===== src/rtl/sgd_pkg.sv =====
// Shared widths, FSM encoding and fixed-point helpers for the SGD inference stage.
package sgd_pkg;

    localparam int LENGTH       = 16;
    localparam int MAX_FEATURES = 15;
    localparam int DATA_WIDTH   = LENGTH * (MAX_FEATURES + 1);
    localparam int FRAC         = 8;
    localparam int MAX_MUL      = 3;
    localparam int PROD_W       = 2 * LENGTH - FRAC;
    localparam int ACC_W        = PROD_W + 4;

    typedef enum logic [2:0] {
        S_IDLE  = 3'd0,
        S_FETCH = 3'd1,
        S_LATCH = 3'd2,
        S_MAC   = 3'd3,
        S_OUT   = 3'd4,
        S_DONE  = 3'd5
    } state_t;

    // Slice 0 sits in the most significant field of the packed vector.
    function automatic logic [LENGTH-1:0] get_slice(input logic [DATA_WIDTH-1:0] v,
                                                    input logic [3:0]            k);
        return LENGTH'(v >> (LENGTH * (MAX_FEATURES - int'(k))));
    endfunction

    function automatic logic [LENGTH-1:0] sat_acc(input logic [ACC_W-1:0] a);
        if (a[ACC_W-1:LENGTH-1] == '0 || a[ACC_W-1:LENGTH-1] == '1)
            return a[LENGTH-1:0];
        else if (a[ACC_W-1])
            return {1'b1, {(LENGTH-1){1'b0}}};
        return {1'b0, {(LENGTH-1){1'b1}}};
    endfunction

    function automatic logic [LENGTH-1:0] sat_err(input logic [LENGTH:0] d);
        if (d[LENGTH] == d[LENGTH-1])
            return d[LENGTH-1:0];
        else if (d[LENGTH])
            return {1'b1, {(LENGTH-1){1'b0}}};
        return {1'b0, {(LENGTH-1){1'b1}}};
    endfunction

endpackage


===== src/rtl/sgd_fx_mul.sv =====
// Signed fixed-point multiply; the product is shifted down by FRAC and kept at full width.
module sgd_fx_mul
    import sgd_pkg::*;
(
    input  logic signed [LENGTH-1:0] a,
    input  logic signed [LENGTH-1:0] b,
    output logic signed [PROD_W-1:0] p
);

    logic signed [2*LENGTH-1:0] full;

    assign full = a * b;
    assign p    = PROD_W'(full >>> FRAC);

endmodule


===== src/rtl/sgd_predict.sv =====
// Inference pass over the data-point RAM: y_hat = w0 + sum(wk*xk), streamed with residual.
//
// state   | meaning
// --------+-----------------------------------------------
// IDLE    | waiting for start after reset
// FETCH   | addr presented to the RAM
// LATCH   | RAM data captured, accumulator seeded with w0
// MAC     | three features multiplied and accumulated per cycle
// OUT     | result offered on y_valid until y_ready
// DONE    | pass complete, waiting for start
module sgd_predict
    import sgd_pkg::*;
#(
    parameter int ADDR_WIDTH = 12
) (
    input  logic                  CLK,
    input  logic                  RST,
    input  logic                  start,
    input  logic [DATA_WIDTH-1:0] weights,
    input  logic [3:0]            feat,
    input  logic [ADDR_WIDTH-1:0] data_points,
    input  logic [DATA_WIDTH-1:0] data,
    output logic [ADDR_WIDTH-1:0] addr,
    output logic [LENGTH-1:0]     y_hat,
    output logic [LENGTH-1:0]     err,
    output logic [ADDR_WIDTH-1:0] y_addr,
    output logic                  y_valid,
    input  logic                  y_ready,
    output logic                  busy,
    output logic                  done
);

    state_t state, state_nx;

    logic [DATA_WIDTH-1:0]   w_reg;
    logic [DATA_WIDTH-1:0]   xbuf;
    logic [3:0]              feat_reg;
    logic [ADDR_WIDTH-1:0]   np_reg;
    logic [2:0]              pass;
    logic [ACC_W-1:0]        acc;
    logic [ACC_W-1:0]        acc_sum;
    logic [ACC_W-1:0]        acc_w0;
    logic [ACC_W-1:0]        acc_fin;
    logic [LENGTH-1:0]       w0;
    logic [LENGTH-1:0]       y_cur;
    logic [LENGTH-1:0]       y_hat_nx;
    logic [LENGTH:0]         diff;
    logic [4:0]              covered;
    logic                    last_pass;
    logic                    launch;
    logic                    xfer;
    logic                    enter_out;

    logic signed [LENGTH-1:0] x_op [MAX_MUL];
    logic signed [LENGTH-1:0] w_op [MAX_MUL];
    logic signed [PROD_W-1:0] prod [MAX_MUL];

    // Operand lanes: lane m of pass p handles feature 3p+m+1, zeroed beyond feat.
    for (genvar m = 0; m < MAX_MUL; m++) begin : g_mul
        logic [4:0] idx;
        logic       use_op;

        assign idx     = {2'b00, pass} * 5'd3 + 5'(m + 1);
        assign use_op  = (idx <= {1'b0, feat_reg});
        assign x_op[m] = use_op ? get_slice(xbuf,  idx[3:0]) : '0;
        assign w_op[m] = use_op ? get_slice(w_reg, idx[3:0]) : '0;

        sgd_fx_mul u_mul (
            .a (x_op[m]),
            .b (w_op[m]),
            .p (prod[m])
        );
    end

    always_comb begin
        acc_sum = acc;
        for (int m = 0; m < MAX_MUL; m++)
            acc_sum = acc_sum + {{(ACC_W-PROD_W){prod[m][PROD_W-1]}}, prod[m]};
    end

    assign w0        = get_slice(w_reg, 4'd0);
    assign acc_w0    = {{(ACC_W-LENGTH){w0[LENGTH-1]}}, w0};
    assign covered   = {2'b00, pass} * 5'd3 + 5'd3;
    assign last_pass = (covered >= {1'b0, feat_reg});
    assign launch    = start && (state == S_IDLE || state == S_DONE);
    assign xfer      = (state == S_OUT) && y_ready;
    assign enter_out = (state_nx == S_OUT) && (state != S_OUT);

    // With feat == 0 the result leaves LATCH directly, before xbuf holds y.
    assign acc_fin  = (state == S_LATCH) ? acc_w0 : acc_sum;
    assign y_cur    = (state == S_LATCH) ? get_slice(data, 4'd0) : get_slice(xbuf, 4'd0);
    assign y_hat_nx = sat_acc(acc_fin);
    assign diff     = {y_cur[LENGTH-1], y_cur} - {y_hat_nx[LENGTH-1], y_hat_nx};

    always_ff @(posedge CLK or negedge RST) begin
        if (!RST)
            state <= S_IDLE;
        else
            state <= state_nx;
    end

    always_comb begin
        state_nx = state;
        case (state)
            S_IDLE, S_DONE: if (start) state_nx = (data_points == '0) ? S_DONE : S_FETCH;
            S_FETCH:        state_nx = S_LATCH;
            S_LATCH:        state_nx = (feat_reg == 4'd0) ? S_OUT : S_MAC;
            S_MAC:          if (last_pass) state_nx = S_OUT;
            S_OUT:          if (y_ready) state_nx = (addr == np_reg) ? S_DONE : S_FETCH;
            default:        state_nx = S_IDLE;
        endcase
    end

    always_comb begin
        y_valid = (state == S_OUT);
        busy    = (state != S_IDLE) && (state != S_DONE);
        done    = (state == S_DONE);
    end

    always_ff @(posedge CLK or negedge RST) begin
        if (!RST) begin
            w_reg    <= '0;
            feat_reg <= '0;
            np_reg   <= '0;
            xbuf     <= '0;
            acc      <= '0;
            pass     <= '0;
            addr     <= '0;
            y_hat    <= '0;
            err      <= '0;
            y_addr   <= '0;
        end else begin
            if (launch) begin
                w_reg    <= weights;
                feat_reg <= feat;
                np_reg   <= data_points;
                if (data_points != '0)
                    addr <= ADDR_WIDTH'(1);
            end
            if (state == S_LATCH) begin
                xbuf <= data;
                acc  <= acc_w0;
                pass <= '0;
            end
            if (state == S_MAC) begin
                acc  <= acc_sum;
                pass <= pass + 3'd1;
            end
            if (enter_out) begin
                y_hat  <= y_hat_nx;
                err    <= sat_err(diff);
                y_addr <= addr;
            end
            if (xfer && addr != np_reg)
                addr <= addr + ADDR_WIDTH'(1);
        end
    end

endmodule


===== config.mk =====
export PLATFORM = sky130hd
export DESIGN_NAME = sgd_predict
export DESIGN_NICKNAME = d
export VERILOG_FILES = /design/src/rtl/sgd_pkg.sv /design/src/rtl/sgd_fx_mul.sv /design/src/rtl/sgd_predict.sv
export SDC_FILE = /design/constraint.sdc
export NUM_CORES = 2
export LEC_CHECK = 0
export CORE_MARGIN = 2
export CORE_UTILIZATION = 55
export CTS_CLUSTER_SIZE = 10
export DETAILED_ROUTE_END_ITERATION = 7
export PLACE_DENSITY = 0.79
export RECOVER_POWER = 50
export SYNTH_ARGS = -nofsm -noshare
export SYNTH_HDL_FRONTEND = slang
export SYNTH_SLANG_ARGS = --single-unit
export TNS_END_PERCENT = 5

===== constraint.sdc =====
create_clock -name CLK -period 19.12 [get_ports CLK]
set_clock_uncertainty 0.15 [all_clocks]
set_input_delay 2.868 -clock CLK [delete_from_list [all_inputs] [get_ports CLK]]
set_output_delay 2.868 -clock CLK [all_outputs]
set_load 0.1 [all_outputs]

## Word-level counts from Yosys, hierarchy flattened

Cells that the tools add are included.

| storage, ports and cells | value |
|---|---|
| register bits after elaboration | 618 |
| bits in latches | 0 |
| bits in writable memories | 0 |
| bits in read-only memories | 0 |
| input bits | 532 |
| output and inout port bits | 59 |
| word-level logic and storage cells | 100 |
| memories | 0 |

| cells by class | value |
|---|---|
| add/subtract/negate cells | 12 |
| multiply operators | 4 |
| div/mod/pow operators | 0 |
| magnitude comparators | 4 |
| eq/ne operators | 12 |
| shift operators | 6 |
| mux-type cells | 33 |
| bitwise gates (word level) | 0 |
| reductions and logical operators | 18 |

Operators by type and width:

| cell | count |
|---|---|
| $shr A256 B32 Y16 | 6 |
| $mux W16 | 13 |
| $mul A16 B16 Y32 | 3 |
| $add A28 B28 Y28 | 3 |
| $mux W28 | 3 |
| $mux W12 | 3 |
| $mux W3 | 8 |
| $sub A16 B16 Y17 | 1 |
| $le A5 B4 Y1 | 3 |
| $pmux W3 S5 | 1 |
| $sub A4 B4 Y5 const A | 3 |
| $eq A13 B13 Y1 const B | 1 |
| $logic_not A13 Y1 | 1 |
| $add A12 B1 Y12 const B | 1 |
| $eq A12 B12 Y1 | 1 |
| $logic_not A12 Y1 | 1 |
| $ne A12 B12 Y1 | 1 |
| $reduce_bool A12 Y1 | 1 |
| $add A5 B2 Y5 const B | 2 |
| $eq A3 B3 Y1 const B | 3 |
| $eq A3 B2 Y1 const B | 2 |
| $ne A3 B3 Y1 const B | 2 |
| $reduce_bool A2 Y1 | 3 |
| $add A5 B1 Y5 const B | 1 |
| 13 further kinds | 22 |

## Longest topological paths before layout

| logic depth | value |
|---|---|
| word-level depth | 19 |
| gate-level depth with buffers | 84 |
| gate-level depth less buffers | 68 |

## Modules after synthesis

Synthesis repeated with hierarchy kept, for this count alone.

| second synthesis, totals | value |
|---|---|
| cells, all modules | 6,593 |
| area total of the unflattened synthesis | 69,101.3 um^2 |

By module, submodules not included:

| module | instances | cells an instance | area each (um^2) | seq. area each (um^2) |
|---|---|---|---|---|
| sgd_predict | 1 | 3,404 | 40,178.5 | 15,464.8 |
| sgd_fx_mul at g_mul[0].u_mul | 1 | 1,091 | 9,805.7 | 0.0 |
| sgd_fx_mul at g_mul[2].u_mul | 1 | 1,055 | 9,591.7 | 0.0 |
| sgd_fx_mul at g_mul[1].u_mul | 1 | 1,043 | 9,525.4 | 0.0 |

## Least setup slack after synthesis

Ideal clock, no wire load.

| timing path | value |
|---|---|
| path type | register to register |
| start | reg pass[0] |
| end | reg err[10] |
| library setup time | 0.137 ns |
| arrival time | 17.466 ns |
| data required time | 18.833 ns |
| slack | 1.367 ns |
| stages on the path, launching flop included | 79 |
| buffers on the path | 15 |
| period minus slack after synthesis | 17.753 ns |
| cells stage by stage | dfrtp_1 -> buf_4 -> clkinv_1 -> buf_2 -> buf_2 -> buf_2 -> buf_2 -> clkbuf_1 -> ha_1 -> buf_6 -> buf_6 -> nor2b_1 -> nor2_1 -> clkbuf_1 -> clkbuf_1 -> ha_1 -> nor2b_1 -> o21ai_0 -> (+43 left out) -> buf_6 -> nor2_1 -> ha_1 -> inv_1 -> fa_1 -> a21o_1 -> a21oi_1 -> o21ai_0 -> a21oi_1 -> o21bai_1 -> a211oi_1 -> o21bai_1 -> nor3b_1 -> nand3_1 -> a21oi_1 -> nor3_1 -> clkbuf_1 -> a21oi_1 |

| between the ends | value |
|---|---|
| word-level cells in the longest chain between the ends | 19 |
| elaborated cells between the ends (all ways) | 48 |
| classes of those cells | add/sub (10); mul (4); order compare (4); eq/ne (3); shift (6); mux (18); reduce/logical (3) |

Ends and longest elaborated chain:

| what | RTL line | source |
|---|---|---|
| start: declaration | sgd_predict.sv:39 | `logic [2:0] pass;` |
| start signal: assignment | sgd_predict.sv:147 | `pass <= pass + 3'd1;` |
| $mul A3 B2 Y5 * | sgd_predict.sv:63 | `assign idx = {2'b00, pass} * 5'd3 + 5'(m + 1);` |
| $add A5 B1 Y5 | sgd_predict.sv:63 |  |
| $sub A4 B4 Y5 | sgd_pkg.sv:24 | `return LENGTH'(v >> (LENGTH * (MAX_FEATURES - int'(k))));` |
| $shr A256 B32 Y16 | sgd_pkg.sv:24 |  |
| $mux W16, on equally long branches | sgd_predict.sv:65, sgd_predict.sv:66 |  |
| $mul A16 B16 Y32 | sgd_fx_mul.sv:12 | `assign full = a * b;` |
| $add A28 B28 Y28 (2 in series) | sgd_predict.sv:78 | `acc_sum = acc_sum + {{(ACC_W-PROD_W){prod[m][PROD_W-1]}}, prod[m]};` |
| $add A28 B28 Y28 * | sgd_predict.sv:78 |  |
| (+3 left out) | -- |  |
| $mux W16 or $mux W1 (tied branches) | sgd_pkg.sv:28 | `if (a[ACC_W-1:LENGTH-1] == '0 \|\| a[ACC_W-1:LENGTH-1] == '1)` |
| $mux W16 * | sgd_pkg.sv:32 | `return {1'b0, {(LENGTH-1){1'b1}}};` |
| via y_hat_nx[0] | sgd_predict.sv:46 | `logic [LENGTH-1:0] y_hat_nx;` |
| $sub A16 B16 Y17 * | sgd_predict.sv:93 | `assign diff = {y_cur[LENGTH-1], y_cur} - {y_hat_nx[LENGTH-1], y_hat_nx};` |
| $mux W1 or $eq A1 B1 Y1 (tied branches) | sgd_pkg.sv:38, sgd_pkg.sv:36 |  |
| $mux W1 | sgd_pkg.sv:36 | `if (d[LENGTH] == d[LENGTH-1])` |
| $mux W1 | sgd_predict.sv:149 | `if (enter_out) begin` |
| $mux W16 * | sgd_pkg.sv:40 | `return {1'b0, {(LENGTH-1){1'b1}}};` |
| end signal: assignment | sgd_predict.sv:151 | `err <= sat_err(diff);` |
| end: declaration | sgd_predict.sv:25 | `output logic [LENGTH-1:0] err,` |

The timed path passes the listed nets; every way through them passes the cells marked *. The select of a mux whose other input is x is not followed.
A chain may end at the register's enable or synchronous reset.

## Worst setup path in the final report

| timing path | value |
|---|---|
| start | reg pass[0] |
| end | reg err[5] |

Same word-level chain as after synthesis.

==> run summary <==
outcome -> finished, violations left
failing checks -> design-rule violations, max-capacitance violations, max-slew violations
die area -> 128000 µm²
number of max-cap violations -> 13
placer congestion estimate -> 1.05
CP max FO -> 30
clock transition at the registers of the reported paths -> 0.06 ns
DR pass1 iterations -> 8
Synth Warn # -> 0
Routed WL per cell -> 27.9 µm
Tcrit/Tclk final -> 93.7%
DR iter-0 viols -> 6986
met3 routed wirelength -> 31700 µm
DR vias -> 59062
# fillers -> 10170
syn_nets -> 9162
Startpoint Class -> register
DP Wirelength -> 215000 µm
cell mode on critical path -> fa_1
relative slew slack -> -371%
Final Max Tran Viols -> 859
CTS Buf Count -> 77
Setup CP Type -> register to register
setup tns final -> 0 ns
share of cells above drive strength 1 -> 9.12%
Synth cell types -> 88
IO Pins -> 591
clock latency at the later pin of the worst-skew pair -> 0.70 ns
Async SR Flop Fraction -> 100%
total core area -> 124000 µm²
CTS max path bufs -> 3
row count -> 129
post-route minimum period -> 17.91 ns
first-pass GRT wire length -> 391000 µm
H-tree Lvls -> 3
Worst Path Arrival -> 18.35 ns
Syn Area/Cell -> 9.16 µm²
Max Used Layer -> met5
Syn Std Cell Area -> 68600 µm²
post-synth top area share -> 24.5%
vias in the first global route -> 59670
DR DRC count -> 30
CTS tree -> done
nets -> 9596
Buffers on Ports -> 590
most frequent cells in the layout -> 2186 x nand2_1, 963 x inv_1, 839 x fa_1
WP data required -> 19.56 ns
dominant cell type by area after synthesis -> fa_1
Die H -> 357 µm
Final Hold Fails -> 0
Clock Sinks -> 618
number of synthesized flops with an enable pin -> 0
initial core utilization -> 55.5%
worst slew pin tran -> 7.07 ns
synthesized instance count -> 7492
root buffer cell -> clkbuf_16
Synth Register Bits -> 618
ys flop type -> dfrtp_1
crit end category -> register
P&R area growth vs syn -> 14.7%
via/cell ratio -> 6.15
final setup violating endpoints -> 0
sequential area share after synthesis -> 22.5%
final wirelength -> 268000 µm
DR WL met2 -> 116000 µm
commonest non-fill, non-tap cell in the layout -> nand2_1
Achievable Freq -> 0.0558 GHz
Metal-1 WL -> 96900 µm
largest net degree at the start of global routing -> 161
GR Util All Layers -> 42.4%
top post-synthesis cells by area -> fa_1 24%, dfrtp_1 23%, nand2_1 12%
width of the die -> 357 µm
Final ANT Viol Nets -> 0
Worst Hold Class -> register to register
RSZ-0062 raised after global routing -> false
total grt overflow -> 0
slowest CP cell -> fa_1
CP peak stage delay -> 0.81 ns
initial antenna violation count -> 25
==> Yosys cell counts, types with 23 or more instances <==
cell type  instances
xnor2_1          109
buf_1             48
fa_1             839
nand3_1           79
a21o_1            56
o21ai_0          156
mux4_2           324
mux2_2            92
nor3_1            35
dfrtp_1          618
and3_1           108
a211oi_1          52
nand4_1           23
buf_2             48
mux2i_1          136
nor2_1           449
nor2b_1           38
ha_1             299
a21oi_1          166
or2_2             28
xor2_1            36
and2_1            61
inv_1            963
nand2_1         2187
nand2b_1          48
clkbuf_1         273
==> worst max-delay path: cells and delay by family (launching register included) <==
family,cells,cell delay [ns]
flops,1,0.72
compound gates,20,4.00
simple gates,16,4.10
xor+xnor,3,0.51
buf+inv,11,1.49
fa+ha+maj,16,6.77
==> cells by family (layout without fill, tap and decap cells) <==
family          Yosys count  in the layout  synth area share, %
mux                     552            552                 14.1
buf+inv                1354           1823                 7.61
flops                   618            618                 22.5
compound gates          578            578                 5.24
xor+xnor                151            151                 2.04
other cells               0             13                    0
simple gates           3101           3101                 18.5
fa+ha+maj              1138           1138                 29.9
==> routing by layer <==
| layer | track usage (%) | vias to the layer above |
|---|---|---|
| li1 | - | 24776 |
| met1 | 54.0 | 29579 |
| met2 | 62.1 | 3825 |
| met3 | 12.1 | 866 |
| met4 | 30.6 | 16 |
| met5 | 0 | - |
==> area by class of cell <==
class | count | area, µm² | area share [%]
clock buffers | 100 | 2060 | 2.62
multi-input cells | 5520 | 48100 | 61.1
diodes | 13 | 32.5 | 0.0413
clock inverters | 14 | 243 | 0.308
inverters | 970 | 3650 | 4.63
well taps | 1637 | 2050 | 2.60
flip-flops and latches | 618 | 15500 | 19.6
repair buffers | 739 | 7110 | 9.02
==> what timing repair did <==
| action | CTS | global route |
|---|---|---|
| gates resized for setup | 0 | 2 |
| setup endpoints to repair | 0 | 15 |
| hold buffers | 0 | 0 |
| setup buffers | 0 | 1 |
==> per-stage QoR <==
step	cell area [µm²]	util [%]	setup slack, ns	cells	hold WS [ns]
after floorplan	68600	-	1.37	7492	0.300
after global placement	76400	61.7	1.30	9483	0.313
after detailed placement	76400	61.7	1.00	9483	0.317
after CTS	78800	63.6	0.930	9597	0.329
after global routing	78700	63.6	0.0768	9602	0.350
final	78700	63.6	1.21	9611	0.326
==> final timing paths <==
path	from	slack, ns	cells past startpoint	to
max	pass[0]	1.21	66	err[5]
min	y_hat[13]	0.33	2	y_hat[13]
max reg2reg	pass[0]	1.21	66	err[5]
min reg2reg	y_hat[13]	0.33	2	y_hat[13]
max in group asynchronous	RST	8.14	5	w_reg[23]
min in group asynchronous	RST	3.57	1	err[11]
Power is not shown: default switching activity piles up to over one toggle a cycle in this logic, so the estimate is an artifact.
